==> config.mk <==
export PLATFORM = sky130hd
export DESIGN_NAME = mem_access_stage
export DESIGN_NICKNAME = d
export VERILOG_FILES = /design/src/rtl/mem_access_stage_pkg.sv /design/src/rtl/mem_wb_register.sv /design/src/rtl/mem_access_stage.sv
export SDC_FILE = /design/constraint.sdc
export NUM_CORES = 1
export LEC_CHECK = 0
export ABC_AREA = 1
export BUFFER_PORTS_ARGS = -buffer_cell sky130_fd_sc_hd__buf_4
export CAP_MARGIN = 20
export CORE_AREA = 2 2 96 98
export CTS_CLUSTER_DIAMETER = 200
export CTS_CLUSTER_SIZE = 28
export DETAILED_ROUTE_END_ITERATION = 10
export DIE_AREA = 0 0 98 100
export GPL_ROUTABILITY_DRIVEN = 1
export PLACE_DENSITY = 0.86
export SLEW_MARGIN = 20
export SYNTH_ARGS = -nofsm -noshare
export SYNTH_HDL_FRONTEND = slang
export SYNTH_HIERARCHICAL = 1
export SYNTH_SLANG_ARGS = --single-unit
==> constraint.sdc <==
create_clock -name clk -period 3.15 [get_ports clk]
set_input_delay 0.63 -clock clk [delete_from_list [all_inputs] [get_ports clk]]
set_output_delay 0.63 -clock clk [all_outputs]
set_load 0.05 [all_outputs]
==> src/rtl/mem_access_stage_pkg.sv <==
// Purpose: shared types and constants for the MEM pipeline stage.
// Latency: n/a (definitions only).
// Backpressure: n/a (definitions only).
// Contents: FSM state encoding, register/data widths, word-alignment helper.
package mem_access_stage_pkg;

  localparam int REG_ADDR_W = 5;
  localparam int DATA_W     = 32;

  localparam logic [1:0] WORD_ALIGN_MASK = 2'b11;

  typedef enum logic {
    MEM_IDLE = 1'b0,
    MEM_WAIT = 1'b1
  } mem_state_t;

  // True when the byte offset inside a word is non-zero.
  function automatic logic is_misaligned(input logic [1:0] lsb);
    return (lsb & WORD_ALIGN_MASK) != 2'b00;
  endfunction

endpackage

==> src/rtl/mem_wb_register.sv <==
// Purpose: MEM/WB pipeline flop bank with bubble and fault insertion.
// Latency: one clock edge from stage inputs to WB outputs.
// Backpressure: none; a bubble clears reg_write/fault and holds the data fields.
// Ports: clk, reset (async active-low); bubble, fault, rdata_load controls;
//        pass-through fields in; registered *_wb fields out.
module mem_wb_register
  import mem_access_stage_pkg::*;
(
  input  logic                  clk,
  input  logic                  reset,
  input  logic                  bubble,
  input  logic                  fault,
  input  logic                  reg_write,
  input  logic                  mem_to_reg,
  input  logic [DATA_W-1:0]     alu_result,
  input  logic [REG_ADDR_W-1:0] write_reg_addr,
  input  logic                  rdata_load,
  input  logic [DATA_W-1:0]     rdata,
  output logic                  reg_write_wb,
  output logic                  mem_to_reg_wb,
  output logic [DATA_W-1:0]     read_data_wb,
  output logic [DATA_W-1:0]     alu_result_wb,
  output logic [REG_ADDR_W-1:0] write_reg_addr_wb,
  output logic                  mem_fault_wb
);

  always_ff @(posedge clk or negedge reset) begin
    if (!reset) begin
      reg_write_wb      <= 1'b0;
      mem_to_reg_wb     <= 1'b0;
      read_data_wb      <= '0;
      alu_result_wb     <= '0;
      write_reg_addr_wb <= '0;
      mem_fault_wb      <= 1'b0;
    end else begin
      // The fault flag is a single-cycle pulse unless re-asserted below.
      mem_fault_wb <= 1'b0;
      if (bubble) begin
        reg_write_wb <= 1'b0;
      end else begin
        // A faulting instruction still reaches WB so it can be identified,
        // but it must never write the register file.
        reg_write_wb      <= reg_write & ~fault;
        mem_fault_wb      <= fault;
        mem_to_reg_wb     <= mem_to_reg;
        alu_result_wb     <= alu_result;
        write_reg_addr_wb <= write_reg_addr;
      end
      if (rdata_load) begin
        read_data_wb <= rdata;
      end
    end
  end

endmodule

==> src/rtl/mem_access_stage.sv <==
// Purpose: MEM pipeline stage; data-memory access over a req/ready bus into MEM/WB.
// Latency: WB outputs valid one edge after the completing cycle (zero-wait = 1 cycle).
// Backpressure: mem_stall freezes upstream while an access waits; aborts after TIMEOUT_CYCLES.
// Ports: EX/MEM controls and data in; dmem_* bus; mem_stall; registered *_wb outputs.
module mem_access_stage
  import mem_access_stage_pkg::*;
#(
  parameter int ADDR_W         = 32,
  parameter int TIMEOUT_CYCLES = 16,
  parameter int CNT_W          = 5
) (
  input  logic                  clk,
  input  logic                  reset,
  input  logic                  mem_read,
  input  logic                  mem_write,
  input  logic                  reg_write,
  input  logic                  mem_to_reg,
  input  logic [DATA_W-1:0]     alu_result,
  input  logic [DATA_W-1:0]     write_data,
  input  logic [REG_ADDR_W-1:0] write_reg_addr,
  output logic                  dmem_req,
  output logic                  dmem_we,
  output logic [ADDR_W-1:0]     dmem_addr,
  output logic [DATA_W-1:0]     dmem_wdata,
  input  logic [DATA_W-1:0]     dmem_rdata,
  input  logic                  dmem_ready,
  output logic                  mem_stall,
  output logic                  reg_write_wb,
  output logic                  mem_to_reg_wb,
  output logic [DATA_W-1:0]     read_data_wb,
  output logic [DATA_W-1:0]     alu_result_wb,
  output logic [REG_ADDR_W-1:0] write_reg_addr_wb,
  output logic                  mem_fault_wb
);

  mem_state_t       state_q, state_d;
  logic [CNT_W-1:0] cnt_q, cnt_d;
  logic             access, misaligned;
  logic             req, stall, timeout_abort;
  logic             complete, fault, rdata_load;

  assign access     = mem_read | mem_write;
  assign misaligned = access & is_misaligned(alu_result[1:0]);

  always_ff @(posedge clk or negedge reset) begin
    if (!reset) begin
      state_q <= MEM_IDLE;
      cnt_q   <= '0;
    end else begin
      state_q <= state_d;
      cnt_q   <= cnt_d;
    end
  end

  always_comb begin
    state_d       = state_q;
    cnt_d         = cnt_q;
    req           = 1'b0;
    stall         = 1'b0;
    timeout_abort = 1'b0;
    case (state_q)
      MEM_IDLE: begin
        if (access && !misaligned) begin
          req = 1'b1;
          if (!dmem_ready) begin
            stall   = 1'b1;
            state_d = MEM_WAIT;
            cnt_d   = CNT_W'(1);
          end
        end
      end
      MEM_WAIT: begin
        // Upstream is frozen, so the inputs still describe the same access.
        req = 1'b1;
        if (dmem_ready) begin
          state_d = MEM_IDLE;
          cnt_d   = '0;
        end else if (cnt_q == CNT_W'(TIMEOUT_CYCLES)) begin
          // Request stays up in the abort cycle; the instruction leaves as a fault.
          timeout_abort = 1'b1;
          state_d       = MEM_IDLE;
          cnt_d         = '0;
        end else begin
          cnt_d = cnt_q + CNT_W'(1);
          stall = 1'b1;
        end
      end
      default: begin
        state_d = MEM_IDLE;
        cnt_d   = '0;
      end
    endcase
  end

  // Reset must drop the request immediately, even mid-WAIT with live inputs.
  assign dmem_req   = req & reset;
  assign mem_stall  = stall & reset;
  assign dmem_we    = mem_write;
  assign dmem_addr  = alu_result[ADDR_W-1:0] & ~ADDR_W'(WORD_ALIGN_MASK);
  assign dmem_wdata = write_data;

  assign complete   = req & dmem_ready;
  assign fault      = misaligned | timeout_abort;
  // Write wins over read, so a combined request never loads read data.
  assign rdata_load = complete & ~mem_write;

  mem_wb_register u_mem_wb (
    .clk               (clk),
    .reset             (reset),
    .bubble            (stall),
    .fault             (fault),
    .reg_write         (reg_write),
    .mem_to_reg        (mem_to_reg),
    .alu_result        (alu_result),
    .write_reg_addr    (write_reg_addr),
    .rdata_load        (rdata_load),
    .rdata             (dmem_rdata),
    .reg_write_wb      (reg_write_wb),
    .mem_to_reg_wb     (mem_to_reg_wb),
    .read_data_wb      (read_data_wb),
    .alu_result_wb     (alu_result_wb),
    .write_reg_addr_wb (write_reg_addr_wb),
    .mem_fault_wb      (mem_fault_wb)
  );

endmodule

==> metrics list <==
* Worst hold path class: flip-flop to flip-flop
- Sequential elements use 53.6% of the synthesized area.
* Placeable core region: 0.00889 mm^2
- After detailed placement, the total cell area comes to 0.00456 mm^2.
- TritonCTS built the clock tree.
- Count of flip-flops with a built-in enable after synthesis: 0
- Predominant post-synthesis flop cell: sky130_fd_sc_hd__dfrtp_1
- In this run, CTS created clock tree buffers numbering 9.
- The count of final max-slew check failures was 0.
- Static Leakage: 2.74 nW
- Finish-stage setup viols: 0
- The hold violation count in the final report came to 0.
* Worst slew slack as a fraction of its limit: 36.3%
* Worst-path clk slew: 80 ps
* Maximum clock rate: 422 MHz
- Number of flip-flops and latches in the synthesized netlist: 78
- Yosys warning total: 6
- Relative contribution of sequential cells to total power: 37.4%
* GRT Total Usage: 17.7%
- Measured slew at the worst slew-check pin: 955 ps
- Clock latency of the later-clocked register in the worst-skew pair: 340 ps
- Synth Cell Area: 0.00364 mm^2
* Nets: 653
- Overall overflow remaining after global route: 0
- Final non-filler cell area: 0.00480 mm^2
* Data arrival time of the worst path: 1740 ps
* CTS HTree Levels: 3
- Across the run, the number of max-cap violations was 0.
- Hold Path Cell Cnt: 2
- Vertical extent of the die: 100 um
* Layout cells sized above 1: 37.6%
- Horiz. Die Dim: 98 um
- After detailed routing, the number of vias per cell comes to 4.56.
* Antenna cells: 0
* Peak per-stage delay on the critical path: 440 ps
- Antenna violations before repair: 0
- Excluding fillers, the count of instances in the completed layout stands at 659.
* Violation count after the first detailed-routing iteration: 63
- Via count of the first global-routing pass: 2,893
- Synthesis produced a netlist whose cell count is 429.
- Core Util, Final: 54.0%
- Largest fanout on the critical path: 6
* Hold WS: 479 ps
* Post-CTS setup buffer count: 0
* Min Clock Period, post-route: 2370 ps
* CP Data Required Time: 2520 ps
- Part of the power in the clock network: 27.1%
- Averaged over all synthesized cells, the footprint is 8.50 um^2.
* Commonest cells in the synthesized netlist: 219 x sky130_fd_sc_hd__nand2_1, 78 x sky130_fd_sc_hd__dfrtp_1, 65 x sky130_fd_sc_hd__buf_4
* Largest cells by area after synthesis: sky130_fd_sc_hd__dfrtp_1 54%, sky130_fd_sc_hd__nand2_1 23%, sky130_fd_sc_hd__buf_4 13%, sky130_fd_sc_hd__buf_6 2.2%, sky130_fd_sc_hd__buf_2 1.4%
- Unrepaired setup endpoints after global routing: false
* Cell breakdown of the critical path: inv_1 -> ha_1 -> nand4_1 -> nand3_2 -> nor2_1 -> buf_4
- Cell-internal power: 2.04 mW
- # port buffers: 180
- In this run the remaining antenna-violating nets after routing total 0.
- In this run, post-CTS hold repair placed 0 buffers.
- Worst Skew: 11.7 ps
- In the finished design, the share of the clock period the worst path needs comes to 75.3%.
* Start-to-end type of the worst setup path: flip-flop to output pin
* Net switching share of the total power: 38.5%
- The number of gates resized after CTS was 0.
- Num ports: 247
* Drt wl/cell: 13.3 um
- Entering global routing, the biggest net connects 79 pins.
- The floorplan step defined a die boundary enclosing 0.00980 mm^2.
- Root Buffer: sky130_fd_sc_hd__clkbuf_8
* Max Buffers Root-to-Sink: 2
- Element type at the critical path end: output pin
- Setup TNS after final layout: 0 ps
* Post-synth ARST share: 100%
- Final HPWL DP: 6640 um
- Net switching component of the power: 1.28 mW
- Power density of the placed cells: 692 mW/mm^2
- Standard-cell row count: 35
* Leading area contributor after synthesis: sky130_fd_sc_hd__dfrtp_1
- Routability-driven placement congestion ratio: 0.889
- Detailed routing inserted a total of 3,002 vias.
- Number of distinct standard cells referenced by the synthesized netlist: 19
- First-pass GRT wire length: 13,800 um
- Type of origin of the critical path: flip-flop
- Once the floorplan was initialized, standard cells occupied 41.0% of the core.
* First-pass DRT Iterations: 4
* Total detailed-routing wirelength: 8780 um
- The number of cells on the worst reg-to-reg path is 9.
- The run finished with clean final reports.
* DRC violation count after routing: 0
- Area overhead of the layout relative to synthesis: 31.8%
- In this run, placement finished with an instance count of 643.
* Most used standard cell by instance count after synthesis: sky130_fd_sc_hd__nand2_1
- The worst-case IR drop observed on VDD is 312 uV.
* Number of sinks driven by the clock tree: 78
* Slowest stage cell, crit path: sky130_fd_sc_hd__dfrtp_1
* Combinational power share: 35.5%
* Fraction of post-synthesis cell area in the top cell type by area: 53.6%
[flip-flops by register name (all words and copies together), names as in the netlist]
signal,cells
u_mem_wb/mem_to_reg_wb,1
u_mem_wb/reg_write_wb,1
u_mem_wb/alu_result_wb,32
u_mem_wb/write_reg_addr_wb,5
u_mem_wb/mem_fault_wb,1
u_mem_wb/read_data_wb,32
state_q,1
cnt_q,5
[layout by cell type, fill, tap and decap left out]
cell type	n
sky130_fd_sc_hd__o21ai_0	4
sky130_fd_sc_hd__o21ai_2	1
sky130_fd_sc_hd__clkbuf_8	10
sky130_fd_sc_hd__conb_1	2
sky130_fd_sc_hd__nand4_1	4
sky130_fd_sc_hd__buf_4	184
sky130_fd_sc_hd__xnor2_1	1
sky130_fd_sc_hd__ha_1	2
sky130_fd_sc_hd__nand2_1	219
sky130_fd_sc_hd__nand2_2	1
sky130_fd_sc_hd__inv_1	13
sky130_fd_sc_hd__inv_2	3
sky130_fd_sc_hd__nand3_1	10
sky130_fd_sc_hd__clkinv_4	1
sky130_fd_sc_hd__clkinvlp_4	1
sky130_fd_sc_hd__nor2_1	7
sky130_fd_sc_hd__clkbuf_1	1
sky130_fd_sc_hd__dfrtp_1	78
sky130_fd_sc_hd__o21ai_1	1
sky130_fd_sc_hd__bufinv_16	3
sky130_fd_sc_hd__nor3_2	1
sky130_fd_sc_hd__nand3_2	1
[power groups by stage]
stage	registers (mW)	logic, mW	clock network [mW]
floorplan	1.76	0.401	0
global placement	1.26	1.17	0
detailed placement	1.26	1.19	0
CTS	1.24	1.19	0.939
global route	1.26	1.24	0.986
finish	1.24	1.18	0.903
[metal layers]
layer,share of wire (%),vias to the layer above,track usage (%)
met1,40,1363,21.0
met3,10,13,6.55
met2,49,172,29.8
met4,1.4,0,6.41
met5,0,-,0
li1,-,1454,-
[worst paths after layout]
path                                                  startpoint                                     end  slack (ps)
max in group asynchronous                                  reset   u_mem_wb/alu_result_wb[2]$_DFFE_PN0N_        2000
max                                         cnt_q[0]$_DFFE_PN0P_                               mem_stall         780
min                        u_mem_wb/read_data_wb[14]$_DFFE_PN0P_   u_mem_wb/read_data_wb[14]$_DFFE_PN0P_         480
max reg2reg                                 cnt_q[0]$_DFFE_PN0P_  u_mem_wb/alu_result_wb[16]$_DFFE_PN0N_        1090
min in group asynchronous                                  reset   u_mem_wb/read_data_wb[19]$_DFFE_PN0P_         540
min reg2reg                u_mem_wb/read_data_wb[14]$_DFFE_PN0P_   u_mem_wb/read_data_wb[14]$_DFFE_PN0P_         480
[worst max-delay path: cells and delay by family, from the launching register on]
kind	cells	cell delay, ps
flip-flops	1	440
AND/OR/NAND/NOR	3	450
adder cells (fa/ha/maj)	1	220
buffers and inverters	2	300
[through the flow]
step | setup slack, ps | power (mW)
detailed placement | 933 | 2.45
floorplan | 890 | 2.16
global placement | 955 | 2.42
CTS | 754 | 3.37
global route | 615 | 3.49
finish | 779 | 3.32
[layout make-up]
class                           instances  area [um^2]
Multi-Input combinational cell        254         1020
Timing Repair Buffer                  184         1380
Tap cell                              111          139
Fill cell                             792         4090
Sequential cell                        78         1950
Clock buffer                           11          141
Clock inverter                          5          106
Inverter                               16         60.1
[logic make-up (layout without fill, tap and decap cells)]
family	count (synthesis)	after routing	synth area share (%)
AO/OA/AOI/OAI	6	6	0.927
XOR/XNOR	1	1	0.240
adder cells (fa/ha/maj)	2	2	0.686
buffers and inverters	98	216	18.6
flip-flops	78	78	53.6
other	1	2	0.103
AND/OR/NAND/NOR	243	243	25.9
Power figures use the tool's default switching activity.
